`src/rtl/downcount_mon_pkg.sv`:
```
// Shared types and default sizing for the down-counter monitor.
// Latency: none (types and constants only).
// Backpressure: none.
package downcount_mon_pkg;

  typedef enum logic [1:0] {
    PRIME  = 2'd0,
    EMPTY  = 2'd1,
    LOCKED = 2'd2
  } mon_state_t;

  localparam int DEF_WIDTH         = 8;
  localparam int DEF_STABLE_CYCLES = 2;
  localparam int DEF_WRAP_W        = 16;

endpackage

```
`src/rtl/downcount_sync.sv`:
```
// Two-flop synchroniser for a multi-bit bus, synchronous active-high reset.
// Latency: 2 cycles from d_i to q_o.
// Backpressure: none, samples every edge.
module downcount_sync
  import downcount_mon_pkg::*;
#(
  parameter int WIDTH = DEF_WIDTH
) (
  input  logic             clk,
  input  logic             rst,
  input  logic [WIDTH-1:0] d_i,
  output logic [WIDTH-1:0] q_o
);

  logic [WIDTH-1:0] s1_q;

  always_ff @(posedge clk) begin
    if (rst) begin
      s1_q <= '0;
      q_o  <= '0;
    end else begin
      s1_q <= d_i;
      q_o  <= s1_q;
    end
  end

endmodule

```
`src/rtl/downcount_monitor.sv`:
```
// Synchronises and stability-filters a ripple down-counter bus; flags wraps and (with DOWNCOUNT_STEP_CHECK_EN) non-decrement steps.
// Latency: a held input value commits STABLE_CYCLES+1 edges after it is first sampled.
// Backpressure: none; at most one commit per STABLE_CYCLES cycles.
module downcount_monitor
  import downcount_mon_pkg::*;
#(
  parameter int WIDTH         = DEF_WIDTH,
  parameter int STABLE_CYCLES = DEF_STABLE_CYCLES,
  parameter int WRAP_W        = DEF_WRAP_W
) (
  input  logic              clk,
  input  logic              rst,
  input  logic [WIDTH-1:0]  count_in,
  input  logic              clr,
  output logic [WIDTH-1:0]  count_q,
  output logic              upd,
  output logic              wrap,
  output logic [WRAP_W-1:0] wrap_cnt,
  output logic              step_err
);

  localparam int STAB_W = $clog2(STABLE_CYCLES + 1);
  localparam logic [STAB_W-1:0] STAB_MAX = STAB_W'(STABLE_CYCLES);
  localparam logic [STAB_W-1:0] STAB_HIT = STAB_W'(STABLE_CYCLES - 1);
  localparam logic [WIDTH-1:0]  ALL_ONES = '1;

  logic [WIDTH-1:0]  s2;
  mon_state_t        state_q, state_d;
  logic              prime_q, prime_d;
  logic [WIDTH-1:0]  cand_q, cand_d;
  logic [STAB_W-1:0] stab_q, stab_d;
  logic [WIDTH-1:0]  count_d;
  logic              upd_d, wrap_d;
  logic [WRAP_W-1:0] wrap_cnt_d;
  logic              commit, locked_commit;

  downcount_sync #(.WIDTH(WIDTH)) u_sync (
    .clk (clk),
    .rst (rst),
    .d_i (count_in),
    .q_o (s2)
  );

  always_comb begin
    state_d       = state_q;
    prime_d       = prime_q;
    cand_d        = cand_q;
    stab_d        = stab_q;
    count_d       = count_q;
    upd_d         = 1'b0;
    commit        = 1'b0;
    locked_commit = 1'b0;
    case (state_q)
      PRIME: begin
        // Let the synchroniser flush its reset zeros before filtering starts.
        cand_d  = s2;
        stab_d  = '0;
        prime_d = 1'b1;
        if (prime_q) state_d = EMPTY;
      end
      default: begin
        if (s2 != cand_q) begin
          cand_d = s2;
          stab_d = STAB_W'(1);
        end else begin
          if (stab_q != STAB_MAX) stab_d = stab_q + STAB_W'(1);
          commit = (stab_q == STAB_HIT) && ((state_q == EMPTY) || (cand_q != count_q));
        end
        if (commit) begin
          count_d       = cand_q;
          upd_d         = 1'b1;
          state_d       = LOCKED;
          locked_commit = (state_q == LOCKED);
        end
      end
    endcase

    wrap_d     = locked_commit && (count_q == '0) && (cand_q == ALL_ONES);
    wrap_cnt_d = wrap_cnt;
    if (clr) begin
      wrap_cnt_d = wrap_d ? WRAP_W'(1) : '0;
    end else if (wrap_d && (wrap_cnt != '1)) begin
      wrap_cnt_d = wrap_cnt + WRAP_W'(1);
    end
  end

  always_ff @(posedge clk) begin
    if (rst) begin
      state_q  <= PRIME;
      prime_q  <= 1'b0;
      cand_q   <= '0;
      stab_q   <= '0;
      count_q  <= '0;
      upd      <= 1'b0;
      wrap     <= 1'b0;
      wrap_cnt <= '0;
    end else begin
      state_q  <= state_d;
      prime_q  <= prime_d;
      cand_q   <= cand_d;
      stab_q   <= stab_d;
      count_q  <= count_d;
      upd      <= upd_d;
      wrap     <= wrap_d;
      wrap_cnt <= wrap_cnt_d;
    end
  end

`ifdef DOWNCOUNT_STEP_CHECK_EN
  logic step_bad;
  logic step_err_d;

  // A new error beats a simultaneous clear so no event is ever lost.
  assign step_bad   = locked_commit && (cand_q != (count_q - WIDTH'(1)));
  assign step_err_d = step_bad ? 1'b1 : (clr ? 1'b0 : step_err);

  always_ff @(posedge clk) begin
    if (rst) step_err <= 1'b0;
    else     step_err <= step_err_d;
  end
`else
  assign step_err = 1'b0;
`endif

endmodule

```
`config.mk`:
```
export PLATFORM = sky130hd
export DESIGN_NAME = downcount_monitor
export DESIGN_NICKNAME = d
export VERILOG_FILES = /design/src/rtl/downcount_mon_pkg.sv /design/src/rtl/downcount_sync.sv /design/src/rtl/downcount_monitor.sv
export SDC_FILE = /design/constraint.sdc
export NUM_CORES = 1
export LEC_CHECK = 0
export ABC_AREA = 1
export BUFFER_PORTS_ARGS = -buffer_cell sky130_fd_sc_hd__buf_4
export CAP_MARGIN = 10
export CORE_UTILIZATION = 61
export CTS_BUF_LIST = sky130_fd_sc_hd__clkbuf_4 sky130_fd_sc_hd__clkbuf_8 sky130_fd_sc_hd__clkbuf_16
export CTS_CLUSTER_SIZE = 10
export DETAILED_ROUTE_END_ITERATION = 7
export HOLD_SLACK_MARGIN = 0.02
export PLACE_DENSITY = 0.87
export SKIP_CTS_REPAIR_TIMING = 1
export SLEW_MARGIN = 0
export SYNTH_ARGS = -nofsm -noshare
export SYNTH_HDL_FRONTEND = slang
export SYNTH_SLANG_ARGS = --single-unit
```
`constraint.sdc`:
```
create_clock -name clk -period 3.19 [get_ports clk]
set_clock_uncertainty 0.1 [all_clocks]
set_input_delay 0.7975 -clock clk [delete_from_list [all_inputs] [get_ports clk]]
set_output_delay 0.7975 -clock clk [all_outputs]
set_load 0.01 [all_outputs]
```
* After elaboration in Yosys (flattened, before gate mapping) *
Cells that the tools add are included.

cells by class
  bitwise operators = 1
  muxes and demuxes = 15
  eq/ne operators = 9
  reductions and logical operators = 15
  $add $sub $neg = 2

operator list
  operator                                                               number
  16-bit two-way mux                                                     2
  16-bit by 1-bit adder with 16-bit output, second input constant        1
  8-bit two-way mux                                                      2
  16-bit != test, second input constant                                  1
  8-bit != test                                                          2
  8-bit equality test, second input constant                             1
  8-bit zero test                                                        1
  1-bit two-way mux                                                      8
  2-bit nonzero test                                                     4
  2-bit two-way mux                                                      3
  2-bit by 1-bit equality test with 1-bit output, second input constant  2
  1-bit logical AND                                                      4
  2-bit != test, second input constant                                   2
  2-bit AND reduction                                                    2
  3-bit OR reduction                                                     1
  2-bit by 1-bit adder with 2-bit output, second input constant          1
  2-bit equality test, second input constant                             1
  2-bit zero test                                                        1
  2-bit OR reduction                                                     1
  1-bit logical OR                                                       1
  1-bit NOT                                                              1

storage, ports and cells
  input port bits = 11
  output and inout bits = 27
  bits in registers = 55

* Logic depth before layout (Yosys ltp) *
  depth in word-level cells = 12
  depth in mapped cells = 12

* By module *
Synthesis repeated with hierarchy kept, for this count alone.

unflattened totals
  cells, all modules = 378
  area, all modules = 2,645.0 um^2

modules (own cells, without submodules)
  module             cells each  sequential area each (um^2)  area an instance (um^2)  instances
  downcount_monitor  328         780.7                        2,170.8                  1
  downcount_sync     50          320.3                        474.2                    1

* Worst setup path before layout *
Ideal clock, no wire load.

  path type = input to register
  start = input port clr
  end = register wrap_cnt[10]
  stages on the path = 5
  path slack = 1.430 ns
  library setup time = 0.071 ns
  data arrival time = 1.589 ns
  cell sequence = clkbuf_1 clkinv_1 nand2_1 nand2_1 a21oi_1

between the ends
  cells in the longest elaborated chain, start to end = 1
  elaborated cells on any way between the ends = 2
  those cells by class = mux: 1; reduce/logical: 1

RTL lines
  element                                                          line                      RTL
  from (decl)                                                      downcount_monitor.sv:14   input logic clr,
  16-bit two-way mux / 2-bit nonzero test (equally long branches)  n/a
  to (signal assigned)                                             downcount_monitor.sv:105  wrap_cnt <= wrap_cnt_d;
  to (decl)                                                        downcount_monitor.sv:18   output logic [WRAP_W-1:0] wrap_cnt,

Several ways; a longest one is shown, not always the timed one.
A chain may end at the register's enable or synchronous reset.

* Final worst setup path *
  start = register cand_q[3]
  end = register count_q[0]

between the ends
  cells in the longest elaborated chain, start to end = 6
  elaborated cells on any way between the ends = 7
  those cells by class = eq/ne: 2; mux: 2; reduce/logical: 3

RTL lines
  element                                 line                      RTL
  from (decl)                             downcount_monitor.sv:30   logic [WIDTH-1:0] cand_q, cand_d;
  from (signal assigned)                  downcount_monitor.sv:100  cand_q <= cand_d;
  8-bit != test                           downcount_monitor.sv:67   commit = (stab_q == STAB_HIT) && ((state_q == EMPTY) || (cand_q != count_q));
  1-bit logical OR                        downcount_monitor.sv:67
  1-bit logical AND                       downcount_monitor.sv:67
  1-bit two-way mux *                     downcount_monitor.sv:62   if (s2 != cand_q) begin
  1-bit two-way mux *                     downcount_monitor.sv:53   case (state_q)
  2-bit AND reduction (no source line) *  n/a
  to (signal assigned)                    downcount_monitor.sv:102  count_q <= count_d;
  to (decl)                               downcount_monitor.sv:15   output logic [WIDTH-1:0] count_q,

Mark *: on every way between the ends. The rest lies on a longest branch, timed or not. The select of a mux whose other input is x is not followed.

==> impl.org <==
** Worst setup path
- Buf+Inv Stages, Crit Path :: 0
- Slowest stage delay, CP :: 0.55 ns
- On the critical path, the stage with the largest delay is an instance of sky130_fd_sc_hd__nor2_1.
- Crit path capture type :: flip-flop
- STA classifies the critical path startpoint as a flip-flop.
- Along the worst path, the maximum fanout reaches 17.
- Critical path type :: flip-flop to flip-flop
- Sequence of cells on the critical path :: xnor2_1, nand2_1, nor2_1, nand3_1, nor2_1, o21ai_2, o21ai_0, a21oi_1
- Logic depth of the worst register-to-register path :: 8
- Grouping stages by cell kind, the critical path spends the most delay in simple AND/OR/NAND/NOR gates.
- At the worst endpoint, the required time is 3.28 ns.
- In this run the critical register-to-register path is launched from cand_q[3].
- Worst Path Arrival :: 2.46 ns
- The most numerous cell type found on the critical path is sky130_fd_sc_hd__nor2_1.
- Counting buffers and inverters, the worst setup path is 8 cells deep.
- Worst Setup SP :: cand_q[3]

** Timing
- For the pin with the worst max-slew slack, the measured transition is 0.695 ns.
- The routed design could run at a clock period as short as 2.38 ns.
- Final hold violation count :: 0
- Final total negative setup slack :: 0 ns
- Setup repair after global routing missed its margin :: no
- Max-slew violation count :: 0
- Maximum clock frequency :: 421 MHz
- Of the available clock period, the critical path in the final layout requires 74.5%.
- Setup slack on the critical path of the routed design comes to 0.815 ns.
- Headroom to the max-slew limit came out at 53.5%.
- Setup violations remaining at the end of the flow were counted as 0.

** Drt
- Routed wire length :: 5170 um
- In this run the remaining antenna-violating nets after routing total 0.
- Before antenna repair, the detailed router went through 5 iterations.
- Drt first-iter violations :: 169
- Remaining DRCs :: 0
- In the routed layout, each cell is associated on average with a via count of 5.00.
- Wire length per cell after detailed routing :: 11.1 um
- The detailed router placed 2329 vias in this run.

** Placement
- Post-Place Cells :: 458
- Routability cong. :: 0.918
- Prior to clock tree synthesis, the placed netlist has a worst setup slack of 0.877 ns.
- Input and output buffers added on the ports amount to 36.
- After legalization and detailed placement, the total HPWL measured 3800 um.

** Clock tree
- Clock tree synthesis selected as its root buffer the cell sky130_fd_sc_hd__clkbuf_8.
- Clock edge transition at the registers on the reported setup and hold paths :: 0.10 ns
- CTS HTree Levels :: 2
- Counting the buffers created by CTS gives 5.
- Clock tree synthesis found a total of 55 sinks.
- Latest clock arrival within the worst-skew pair :: 0.31 ns
- TritonCTS built the clock tree.
- Number of buffers on the longest clock path :: 2

** Power and ir drop
- The share of total power dissipated in the clock network is 33.5%.
- Power share of the combinational group :: 6.9%
- Sequential cells account for 59.6% of the total power.
- Net switching power :: 0.000301 W
- For this design the static power due to leakage is 1.32 nW.
- Summing internal, switching and leakage power gives 0.00120 W.
- Peak supply drop :: 266 uV
- Internal power consumption :: 0.000897 W
- Share of total power consumed by net switching :: 25.2%
- Pwr per Cell Area :: 403 nW/um^2

** Floorplanning
- After floorplanning, the core was divided into 23 placement rows.
- The floorplan step defined a die boundary enclosing 4520 um^2.
- In this run the standard cell core region covers 4030 um^2.
- Overall die width :: 67.2 um
- I/O Pins :: 38
- Height of the chip :: 67.2 um
- Initial Utilization :: 64.4%

** Synth
- The Yosys step of the flow raised 0 warnings.
- Yosys mapped a number of flops with a built-in enable equal to 0.
- Average cell area after synthesis :: 6.81 um^2
- Synthesized instance count :: 381
- The cell area that synthesis handed to floorplanning was 2590 um^2.
- Seq cells post-synth :: 55
- Ys async rst share :: 0%
- The share of the Yosys chip area taken by registers is 42.4%.
- Counting every net in the synthesized netlist gives 395.
- The number of different library cells used by synthesis comes to 30.
- Top flip-flop cell by instance count after synthesis :: sky130_fd_sc_hd__dfxtp_1

** Global routing
- The initial antenna violation count is 0.
- For this run, the total global-route usage over all layers was measured as 24.8%.
- Pin count of the biggest net entering global routing :: 39
- First-pass GRT wire length :: 8490 um
- The via count of the first global-routing pass was 2024.
- Leftover overflow at the end of global routing :: 0

** Cells and area
- Cells fill 73.7% of the core in the end.
- Most frequent standard cell in the layout excluding fill and tap cells :: sky130_fd_sc_hd__nand2_1
- The post-route netlist has 12.7% of its cells at a drive strength greater than 1.
- 0 antenna diodes ended up in the layout.
- Final-stage net count :: 429
- Non-filler cells in the finished layout :: 466
- Leading cell types in the layout, fill and taps excluded :: sky130_fd_sc_hd__nand2_1 (77), sky130_fd_sc_hd__nor2_1 (75), sky130_fd_sc_hd__inv_1 (71), sky130_fd_sc_hd__dfxtp_1 (55), sky130_fd_sc_hd__buf_4 (36)
- Area delta synth->final :: 14.5%
- Fill cells in the final layout number 339.

** Outcome
- The run finished with clean final reports.

** Min path
- The worst hold path passes through 2 cells.
- Worst hold path type :: flip-flop to flip-flop
- Worst hold start :: u_sync.s1_q[0]

** Job
- Across the run, the number of max-cap violations was 0.
[layer usage]
metal	share of wire [%]	wire [um]	track usage [%]	up-vias
met2	46	2360	41.9	75
met4	1.1	59	8.78	0
met3	6.0	312	5.57	6
met5	0	0	0	-
li1	-	-	-	1228
met1	47	2430	30.6	1020
[registers in the layout, indices dropped and copies added, names as in the netlist]
signal	count
state_q	2
u_sync.s1_q	8
wrap_cnt	16
prime_q	1
stab_q	2
count_q	8
upd	1
u_sync.q_o	8
wrap	1
cand_q	8
[final timing paths]
check	to	slack, ns
setup reg to reg	count_q[0]	0.81
hold / removal	u_sync.q_o[0]	0.31
setup / recovery	count_q[0]	0.81
hold reg to reg	u_sync.q_o[0]	0.31
[tightest hold or removal path: cells and delay by family, from the launching register on]
family	cells	cell delay (ns)
buffers and inverters	1	0.04
DFF	1	0.31
and+or+nand+nor	1	0.03
[Yosys cell counts (2+ instances only)]
library cell                n  area share [%]
sky130_fd_sc_hd__nand2_1   77              11
sky130_fd_sc_hd__nor2_1    75              11
sky130_fd_sc_hd__inv_1     71              10
sky130_fd_sc_hd__dfxtp_1   55              42
sky130_fd_sc_hd__nand3_1   19             3.7
sky130_fd_sc_hd__a21oi_1   18             3.5
sky130_fd_sc_hd__nand4_1   11             2.7
sky130_fd_sc_hd__o21ai_0    9             1.7
sky130_fd_sc_hd__xnor2_1    7             2.4
sky130_fd_sc_hd__nor3_1     6             1.2
sky130_fd_sc_hd__clkbuf_1   5            0.72
sky130_fd_sc_hd__buf_4      3            0.87
sky130_fd_sc_hd__ha_1       3             1.4
sky130_fd_sc_hd__nor2_4     3             1.3
sky130_fd_sc_hd__xor2_1     3             1.0
sky130_fd_sc_hd__o21ai_1    2            0.39
[area by class of cell]
class	count	area (um^2)	area share [%]
Clock buffer	5	68.8	2.32
Multi-Input combinational cell	244	1170	39.3
Inverter	73	274	9.22
Clock inverter	3	26.3	0.885
Timing Repair Buffer	36	270	9.10
Tap cell	50	62.6	2.11
Sequential cell	55	1100	37.1
[kinds of logic (layout without fill, tap and decap cells)]
logic type	after synthesis	in the layout	share of synthesized area, %
AOI/OAI and AO/OA	32	32	6.51
xor gates and xnor gates	10	10	3.38
adders and majority gates	3	3	1.45
buffers and inverters	82	117	12.6
DFF	55	55	42.4
other	1	1	0.145
and+or+nand+nor	198	198	33.5
[stage by stage]
stage / hold WS (ns) / area [um^2]
4_1_cts: 0.308 / 2970
2_1_floorplan: 0.288 / 2590
5_1_grt: 0.307 / 2970
6_report: 0.308 / 2970
3_3_place_gp: 0.290 / 2880
3_5_place_dp: 0.296 / 2880
[power by group through the flow]
stage / clock (W) / combinational [W] / sequential, W
finish: 0.000401 / 0.0000825 / 0.000714
global route: 0.000437 / 0.0000938 / 0.000717
CTS: 0.000415 / 0.0000829 / 0.000715
detailed placement: 0 / 0.0000822 / 0.000730
global placement: 0 / 0.0000804 / 0.000729
floorplan: 0 / 0.0000607 / 0.000728
Note: power is estimated with default switching activity, not from simulation.
